File: src/rtl/alu_pkg.sv
// Shared opcode map, FSM state encoding and flag bit positions for alu_seq.
package alu_pkg;

  localparam int unsigned OPCODE_W = 4;
  localparam int unsigned FLAGS_W  = 3;

  localparam logic [OPCODE_W-1:0] OP_ORR   = 4'd0;
  localparam logic [OPCODE_W-1:0] OP_ANDR  = 4'd1;
  localparam logic [OPCODE_W-1:0] OP_XORR  = 4'd2;
  localparam logic [OPCODE_W-1:0] OP_AND   = 4'd3;
  localparam logic [OPCODE_W-1:0] OP_OR    = 4'd4;
  localparam logic [OPCODE_W-1:0] OP_XOR   = 4'd5;
  localparam logic [OPCODE_W-1:0] OP_GT    = 4'd6;
  localparam logic [OPCODE_W-1:0] OP_LT    = 4'd7;
  localparam logic [OPCODE_W-1:0] OP_NOT   = 4'd8;
  localparam logic [OPCODE_W-1:0] OP_EQ    = 4'd9;
  localparam logic [OPCODE_W-1:0] OP_ADD   = 4'd10;
  localparam logic [OPCODE_W-1:0] OP_SUB   = 4'd11;
  localparam logic [OPCODE_W-1:0] OP_MUL   = 4'd12;
  localparam logic [OPCODE_W-1:0] OP_SHR   = 4'd13;
  localparam logic [OPCODE_W-1:0] OP_SHL   = 4'd14;
  localparam logic [OPCODE_W-1:0] OP_NOT2  = 4'd15;

  // Bit positions inside flags = {neg, carry, zero}
  localparam int unsigned FLAG_ZERO  = 0;
  localparam int unsigned FLAG_CARRY = 1;
  localparam int unsigned FLAG_NEG   = 2;

  typedef enum logic [1:0] {
    S_IDLE = 2'd0,
    S_MUL  = 2'd1,
    S_DONE = 2'd2
  } state_e;

endpackage

File: src/rtl/alu_mul_seq.sv
// WIDTH-step shift-add multiplier. done_c/product_c are combinational so the
// caller can register the final product on the same edge as the last step.
module alu_mul_seq #(
  parameter int unsigned WIDTH = 8
) (
  input  logic                 clk,
  input  logic                 rst,
  input  logic                 start,
  input  logic [WIDTH-1:0]     a,
  input  logic [WIDTH-1:0]     b,
  output logic                 busy,
  output logic                 done_c,
  output logic [2*WIDTH-1:0]   product_c
);

  localparam int unsigned CNTW = $clog2(WIDTH) + 1;

  logic [2*WIDTH-1:0] prod_q, prod_d;
  logic [WIDTH-1:0]   mcand_q, mcand_d;
  logic [CNTW-1:0]    cnt_q, cnt_d;
  logic               busy_q, busy_d;
  logic [WIDTH:0]     sum_c;

  // prod holds {partial high, remaining multiplier}; each step adds and shifts right
  always_comb begin
    sum_c     = {1'b0, prod_q[2*WIDTH-1:WIDTH]} + (prod_q[0] ? {1'b0, mcand_q} : '0);
    product_c = {sum_c, prod_q[WIDTH-1:1]};
    done_c    = busy_q && (cnt_q == CNTW'(WIDTH - 1));
    prod_d    = prod_q;
    mcand_d   = mcand_q;
    cnt_d     = cnt_q;
    busy_d    = busy_q;
    if (start) begin
      prod_d  = {{WIDTH{1'b0}}, b};
      mcand_d = a;
      cnt_d   = '0;
      busy_d  = 1'b1;
    end else if (busy_q) begin
      prod_d = product_c;
      cnt_d  = cnt_q + CNTW'(1);
      if (done_c) busy_d = 1'b0;
    end
  end

  always_ff @(posedge clk) begin
    if (rst) begin
      prod_q  <= '0;
      mcand_q <= '0;
      cnt_q   <= '0;
      busy_q  <= 1'b0;
    end else begin
      prod_q  <= prod_d;
      mcand_q <= mcand_d;
      cnt_q   <= cnt_d;
      busy_q  <= busy_d;
    end
  end

  assign busy = busy_q;

endmodule

File: src/rtl/alu_seq.sv
// Sequential ALU with valid/ready on both sides; multiply is WIDTH cycles.
// Define ALU_FLAGS_EN to add the registered {neg, carry, zero} flags port.
module alu_seq
  import alu_pkg::*;
#(
  parameter int unsigned WIDTH = 8
) (
  input  logic                clk,
  input  logic                rst,
  input  logic                in_valid,
  output logic                in_ready,
  input  logic [WIDTH-1:0]    a,
  input  logic [WIDTH-1:0]    b,
  input  logic [OPCODE_W-1:0] opcode,
  output logic                out_valid,
  input  logic                out_ready,
  output logic [WIDTH-1:0]    x,
`ifdef ALU_FLAGS_EN
  output logic [FLAGS_W-1:0]  flags,
`endif
  output logic [WIDTH-1:0]    y
);

  state_e             state_q, state_d;
  logic               out_valid_q, out_valid_d;
  logic [WIDTH-1:0]   x_q, x_d, y_q, y_d;
  logic [WIDTH-1:0]   res_x, res_y;
  logic [WIDTH:0]     sum_c;
  logic               accept, mul_start, mul_busy, mul_done_c;
  logic [2*WIDTH-1:0] mul_prod_c;
`ifdef ALU_FLAGS_EN
  logic [FLAGS_W-1:0] flags_q, flags_d, res_flags, mul_flags;
`endif

  alu_mul_seq #(.WIDTH(WIDTH)) u_mul (
    .clk       (clk),
    .rst       (rst),
    .start     (mul_start),
    .a         (a),
    .b         (b),
    .busy      (mul_busy),
    .done_c    (mul_done_c),
    .product_c (mul_prod_c)
  );

  assign in_ready = (state_q == S_IDLE) || ((state_q == S_DONE) && out_ready);
  assign accept   = in_valid && in_ready;

  // Single-cycle datapath; shifts by >= WIDTH naturally yield zero
  always_comb begin
    sum_c = {1'b0, a} + {1'b0, b};
    res_x = '0;
    res_y = '0;
    case (opcode)
      OP_ORR:          res_x = WIDTH'(|a);
      OP_ANDR:         res_x = WIDTH'(&a);
      OP_XORR:         res_x = WIDTH'(^a);
      OP_AND:          res_x = a & b;
      OP_OR:           res_x = a | b;
      OP_XOR:          res_x = a ^ b;
      OP_GT:           res_x = WIDTH'(a > b);
      OP_LT:           res_x = WIDTH'(a < b);
      OP_NOT, OP_NOT2: res_x = ~a;
      OP_EQ:           res_x = WIDTH'(a == b);
      OP_ADD: begin
        res_x = sum_c[WIDTH-1:0];
        res_y = WIDTH'(sum_c[WIDTH]);
      end
      OP_SUB: begin
        res_x = a - b;
        res_y = WIDTH'(a < b);
      end
      OP_SHR:          res_x = a >> b;
      OP_SHL:          res_x = a << b;
      default:         res_x = '0;
    endcase
  end

`ifdef ALU_FLAGS_EN
  always_comb begin
    res_flags             = '0;
    res_flags[FLAG_NEG]   = res_x[WIDTH-1];
    res_flags[FLAG_CARRY] = ((opcode == OP_ADD) || (opcode == OP_SUB)) && res_y[0];
    res_flags[FLAG_ZERO]  = (res_x == '0);
    mul_flags             = '0;
    mul_flags[FLAG_NEG]   = mul_prod_c[WIDTH-1];
    mul_flags[FLAG_ZERO]  = (mul_prod_c[WIDTH-1:0] == '0);
  end
`endif

  // Control FSM: DONE with out_ready behaves like IDLE for a same-edge accept
  always_comb begin
    state_d     = state_q;
    out_valid_d = out_valid_q;
    x_d         = x_q;
    y_d         = y_q;
    mul_start   = 1'b0;
`ifdef ALU_FLAGS_EN
    flags_d     = flags_q;
`endif
    case (state_q)
      S_IDLE, S_DONE: begin
        if ((state_q == S_DONE) && out_ready) begin
          state_d     = S_IDLE;
          out_valid_d = 1'b0;
        end
        if (accept) begin
          if (opcode == OP_MUL) begin
            mul_start   = 1'b1;
            state_d     = S_MUL;
            out_valid_d = 1'b0;
          end else begin
            x_d         = res_x;
            y_d         = res_y;
            state_d     = S_DONE;
            out_valid_d = 1'b1;
`ifdef ALU_FLAGS_EN
            flags_d     = res_flags;
`endif
          end
        end
      end
      S_MUL: begin
        if (mul_busy && mul_done_c) begin
          x_d         = mul_prod_c[WIDTH-1:0];
          y_d         = mul_prod_c[2*WIDTH-1:WIDTH];
          state_d     = S_DONE;
          out_valid_d = 1'b1;
`ifdef ALU_FLAGS_EN
          flags_d     = mul_flags;
`endif
        end
      end
      default: state_d = S_IDLE;
    endcase
  end

  always_ff @(posedge clk) begin
    if (rst) begin
      state_q     <= S_IDLE;
      out_valid_q <= 1'b0;
      x_q         <= '0;
      y_q         <= '0;
`ifdef ALU_FLAGS_EN
      flags_q     <= '0;
`endif
    end else begin
      state_q     <= state_d;
      out_valid_q <= out_valid_d;
      x_q         <= x_d;
      y_q         <= y_d;
`ifdef ALU_FLAGS_EN
      flags_q     <= flags_d;
`endif
    end
  end

  assign out_valid = out_valid_q;
  assign x         = x_q;
  assign y         = y_q;
`ifdef ALU_FLAGS_EN
  assign flags     = flags_q;
`endif

endmodule
File: config.mk
export PLATFORM = sky130hd
export DESIGN_NAME = alu_seq
export DESIGN_NICKNAME = d
export VERILOG_FILES = /design/src/rtl/alu_pkg.sv /design/src/rtl/alu_mul_seq.sv /design/src/rtl/alu_seq.sv
export SDC_FILE = /design/constraint.sdc
export NUM_CORES = 1
export LEC_CHECK = 0
export ABC_AREA = 1
export CAP_MARGIN = 10
export CORE_UTILIZATION = 48
export DETAILED_ROUTE_END_ITERATION = 10
export PLACE_DENSITY = 0.74
export SKIP_CTS_REPAIR_TIMING = 1
export SLEW_MARGIN = 10
export SYNTH_ARGS = -nofsm -noshare
export SYNTH_HDL_FRONTEND = slang
export SYNTH_SLANG_ARGS = --single-unit
File: constraint.sdc
create_clock -name clk -period 2.8 [get_ports clk]
set_input_delay 0.56 -clock clk [delete_from_list [all_inputs] [get_ports clk]]
set_output_delay 0.56 -clock clk [all_outputs]
set_load 0.02 [all_outputs]
==> reports/qor.json <==
{
  "outcome": "finished, final reports clean",
  "netlist-cell-type-count": 37,
  "post-route-util": 0.6035,
  "fin_crit_sh": 0.9240,
  "worst_ep_arrival_time_ns": 2.79,
  "ys_ff_latch": 48,
  "worst_path_dominant_cell_family": "buffers and inverters",
  "cts_tree": "done",
  "layout.nets": 856,
  "cts.path.max_buffers": 2,
  "most-common-layout-cells": "190 x nand2_1, 96 x inv_1, 62 x nand3_1, 59 x a21oi_1, 56 x nor2_1",
  "die_x_um": 97.41,
  "final-max-slew-violation-count": 0,
  "internal-power_uw": 1116,
  "timing_hold_violations_final": 0,
  "crit_buf_inv": 3,
  "synth_enable_flop_cells": 0,
  "fin_worst_skew_ns": 0.003398,
  "critical_path_required_ns": 3.00,
  "track_usage": 0.3049,
  "switching_power_total_uw": 579.7,
  "initial_utilization": 0.4986,
  "power.density_mw_per_mm2": 320.7,
  "num_io_pins": 42,
  "floorplan.die_area_mm2": 0.009488,
  "power.switching_fraction": 0.3418,
  "vias": 4955,
  "post_route_ant_nets": 0,
  "cts_made_buffers": 5,
  "layout.cells.non_filler": 897,
  "post-route-min-period_ns": 2.587,
  "finish.instance_area_mm2": 0.005289,
  "path_cells": "clkdlybuf4s50_1, inv_1, ha_1, inv_1, fa_1, xnor2_1, nand2_1, o221ai_1, nor3_1, nand2_1, a21oi_1, nor2_1",
  "design.core.area_mm2": 0.008763,
  "power_leakage_uw": 0.002611,
  "timing.slew.headroom": 0.6986,
  "drt_first_pass_iters": 5,
  "initial_drt_markers": 381,
  "syn_avg_cell_area_um2": 6.171,
  "detail_route.vias_per_cell": 5.524,
  "drive_gt1_frac": 0.1103,
  "overflow": 0,
  "critical_path.endpoint_type": "flop",
  "seqPwrFrac": 0.421,
  "setup_viols_final": 0,
  "total_negative_setup_slack_ns": 0,
  "placed_cells": 889,
  "detailedPlacementHpwl_mm": 11.66,
  "n_antenna_cell": 0,
  "path_max_fanout": 4,
  "die_h_um": 97.41,
  "antenna_found_initial": 0,
  "detailed_place.area_mm2": 0.005195,
  "synth.net_count": 776,
  "max-cap-violations": 0,
  "port_buffers": 41,
  "power.combinational.fraction": 0.319,
  "remaining_drc_errors": 0,
  "yosysSeqAreaShare": 0.2199,
  "critical-path-max-stage-delay_ns": 0.49,
  "rsz0062_at_grt": "false",
  "slowest_stage": "clkdlybuf4s50_1",
  "clock_insertion_delay_worst_skew_ns": 0.31,
  "irDropWorstVdd_uv": 181.4,
  "area.growth.synth_to_final_pct": 21.05,
  "ctsRootBufferMaster": "clkbuf_8",
  "cts_max_level": 2,
  "ys_dominant_reg_cell": "dfxtp_1",
  "crit_path_start_kind": "primary input",
  "worst_setup_hold_path_clk_slew_ns": 0.09,
  "routed_wirelength_mm": 14.44,
  "num_rows": 34,
  "tritoncts_num_sinks": 48,
  "maxClockFrequency_mhz": 386.5,
  "gp_congestion": 1.037,
  "grt_pass1_vias": 4674,
  "ys.warnings.count": 0,
  "final_common_cell": "nand2_1",
  "min-delay-path-class": "reg -> reg",
  "p_total_uw": 1696,
  "worst_slew_pin_slew_ns": 0.4504,
  "grt_first_pass_wirelength_mm": 22.98,
  "number_of_standard_cells_after_synthesis": 708,
  "grt_start_max_net_pins": 20,
  "mappedNetlistArea_mm2": 0.004369,
  "power.share.clock": 0.260,
  "avgRoutedWirePerCell_um": 16.10,
  "async_reset_ff_frac": 0,
  "crit_type": "in -> reg"
}
[per-stage QoR]
| stage | setup WS, ns | hold slack (ns) |
|---|---|---|
| floorplan | 0.5227 | 0.4446 |
| global placement | -0.1034 | 0.4537 |
| detailed placement | -0.08172 | 0.4602 |
| CTS | 0.2467 | 0.4764 |
| global route | 0.05427 | 0.4934 |
| finish | 0.2128 | 0.4715 |
[cells by family (layout without fill, tap and decap cells)]
logic type	after synthesis	count (layout)	share of synthesized area
flops	48	48	0.2199
buf+inv	123	204	0.1111
fa+ha+maj	44	44	0.1312
xor+xnor	11	11	0.02205
compound gates	133	133	0.1612
simple gates	349	349	0.3545
[power groups by stage]
stage | sequential [uW] | clock (uW) | combinational (uW)
2_1_floorplan | 736 | 0 | 291
3_3_place_gp | 729 | 0 | 524
3_5_place_dp | 729 | 0 | 527
4_1_cts | 714 | 443 | 530
5_1_grt | 716 | 469 | 592
6_report | 714 | 441 | 541
[worst paths after layout]
path / start / depth (start not counted) / slack [ns] / end
setup / recovery: a[0] / 12 / 0.21 / x[2]
hold / removal: y[4] / 2 / 0.47 / y[4]
setup reg to reg: u_mul.prod_q[0] / 13 / 0.37 / y[5]
hold reg to reg: y[4] / 2 / 0.47 / y[4]
[routing by layer]
metal | GRT usage | up-vias | wire, um
li1 | - | 2442 | -
met1 | 0.3877 | 2262 | 6115
met2 | 0.5083 | 213 | 6686
met3 | 0.06619 | 38 | 1201
met4 | 0.1052 | 0 | 438
met5 | 0 | - | 0
[Yosys cell counts (2+ instances only)]
master | number | area share
a22o_1 | 2 | 0.0040
nor2_2 | 4 | 0.0057
nor3_1 | 2 | 0.0023
inv_2 | 7 | 0.0060
nand2_1 | 190 | 0.16
dfxtp_1 | 48 | 0.22
o21ai_0 | 54 | 0.062
o221ai_1 | 2 | 0.0040
nor2_1 | 56 | 0.048
nand2_2 | 3 | 0.0043
fa_1 | 3 | 0.014
a31oi_1 | 4 | 0.0057
nand3_2 | 3 | 0.0069
inv_1 | 96 | 0.082
buf_6 | 2 | 0.0052
nand4_1 | 13 | 0.019
or2_2 | 4 | 0.0057
nor2_4 | 8 | 0.021
ha_1 | 41 | 0.12
nand2_4 | 2 | 0.0052
a21oi_1 | 59 | 0.068
o22ai_1 | 3 | 0.0043
a211oi_1 | 2 | 0.0034
o21ai_1 | 3 | 0.0034
xor2_1 | 6 | 0.012
buf_2 | 4 | 0.0046
xnor2_1 | 5 | 0.010
clkinv_1 | 3 | 0.0026
nand3_1 | 62 | 0.071
clkbuf_1 | 10 | 0.0086
[registers in the layout (all words and copies together) (netlist names)]
| signal | cells |
|---|---|
| out_valid | 1 |
| state_q | 2 |
| u_mul.busy | 1 |
| u_mul.cnt_q | 4 |
| u_mul.mcand_q | 8 |
| u_mul.prod_q | 16 |
| x | 8 |
| y | 8 |
[worst register-to-register path: stages (launching register included)]
cell and delay, ns:
dfxtp_1 0.51, nand2_1 0.10, inv_1 0.08, ha_1 0.18, inv_1 0.06, fa_1 0.43
o21ai_0 0.28, nand2_1 0.09, nand2_1 0.07, nand2_1 0.05, nand2_1 0.09, xor2_1 0.20
nand2_1 0.09, a21oi_1 0.14
[cell type report]
class | instances | area [um^2]
Fill cell | 873 | 3475
Multi-Input combinational cell | 537 | 2923
Sequential cell | 48 | 960.9
Timing Repair Buffer | 90 | 778.2
Inverter | 106 | 397.9
Tap cell | 108 | 135.1
Clock buffer | 7 | 86.33
Clock inverter | 1 | 7.507
Note: power is estimated with default switching activity, not from simulation.
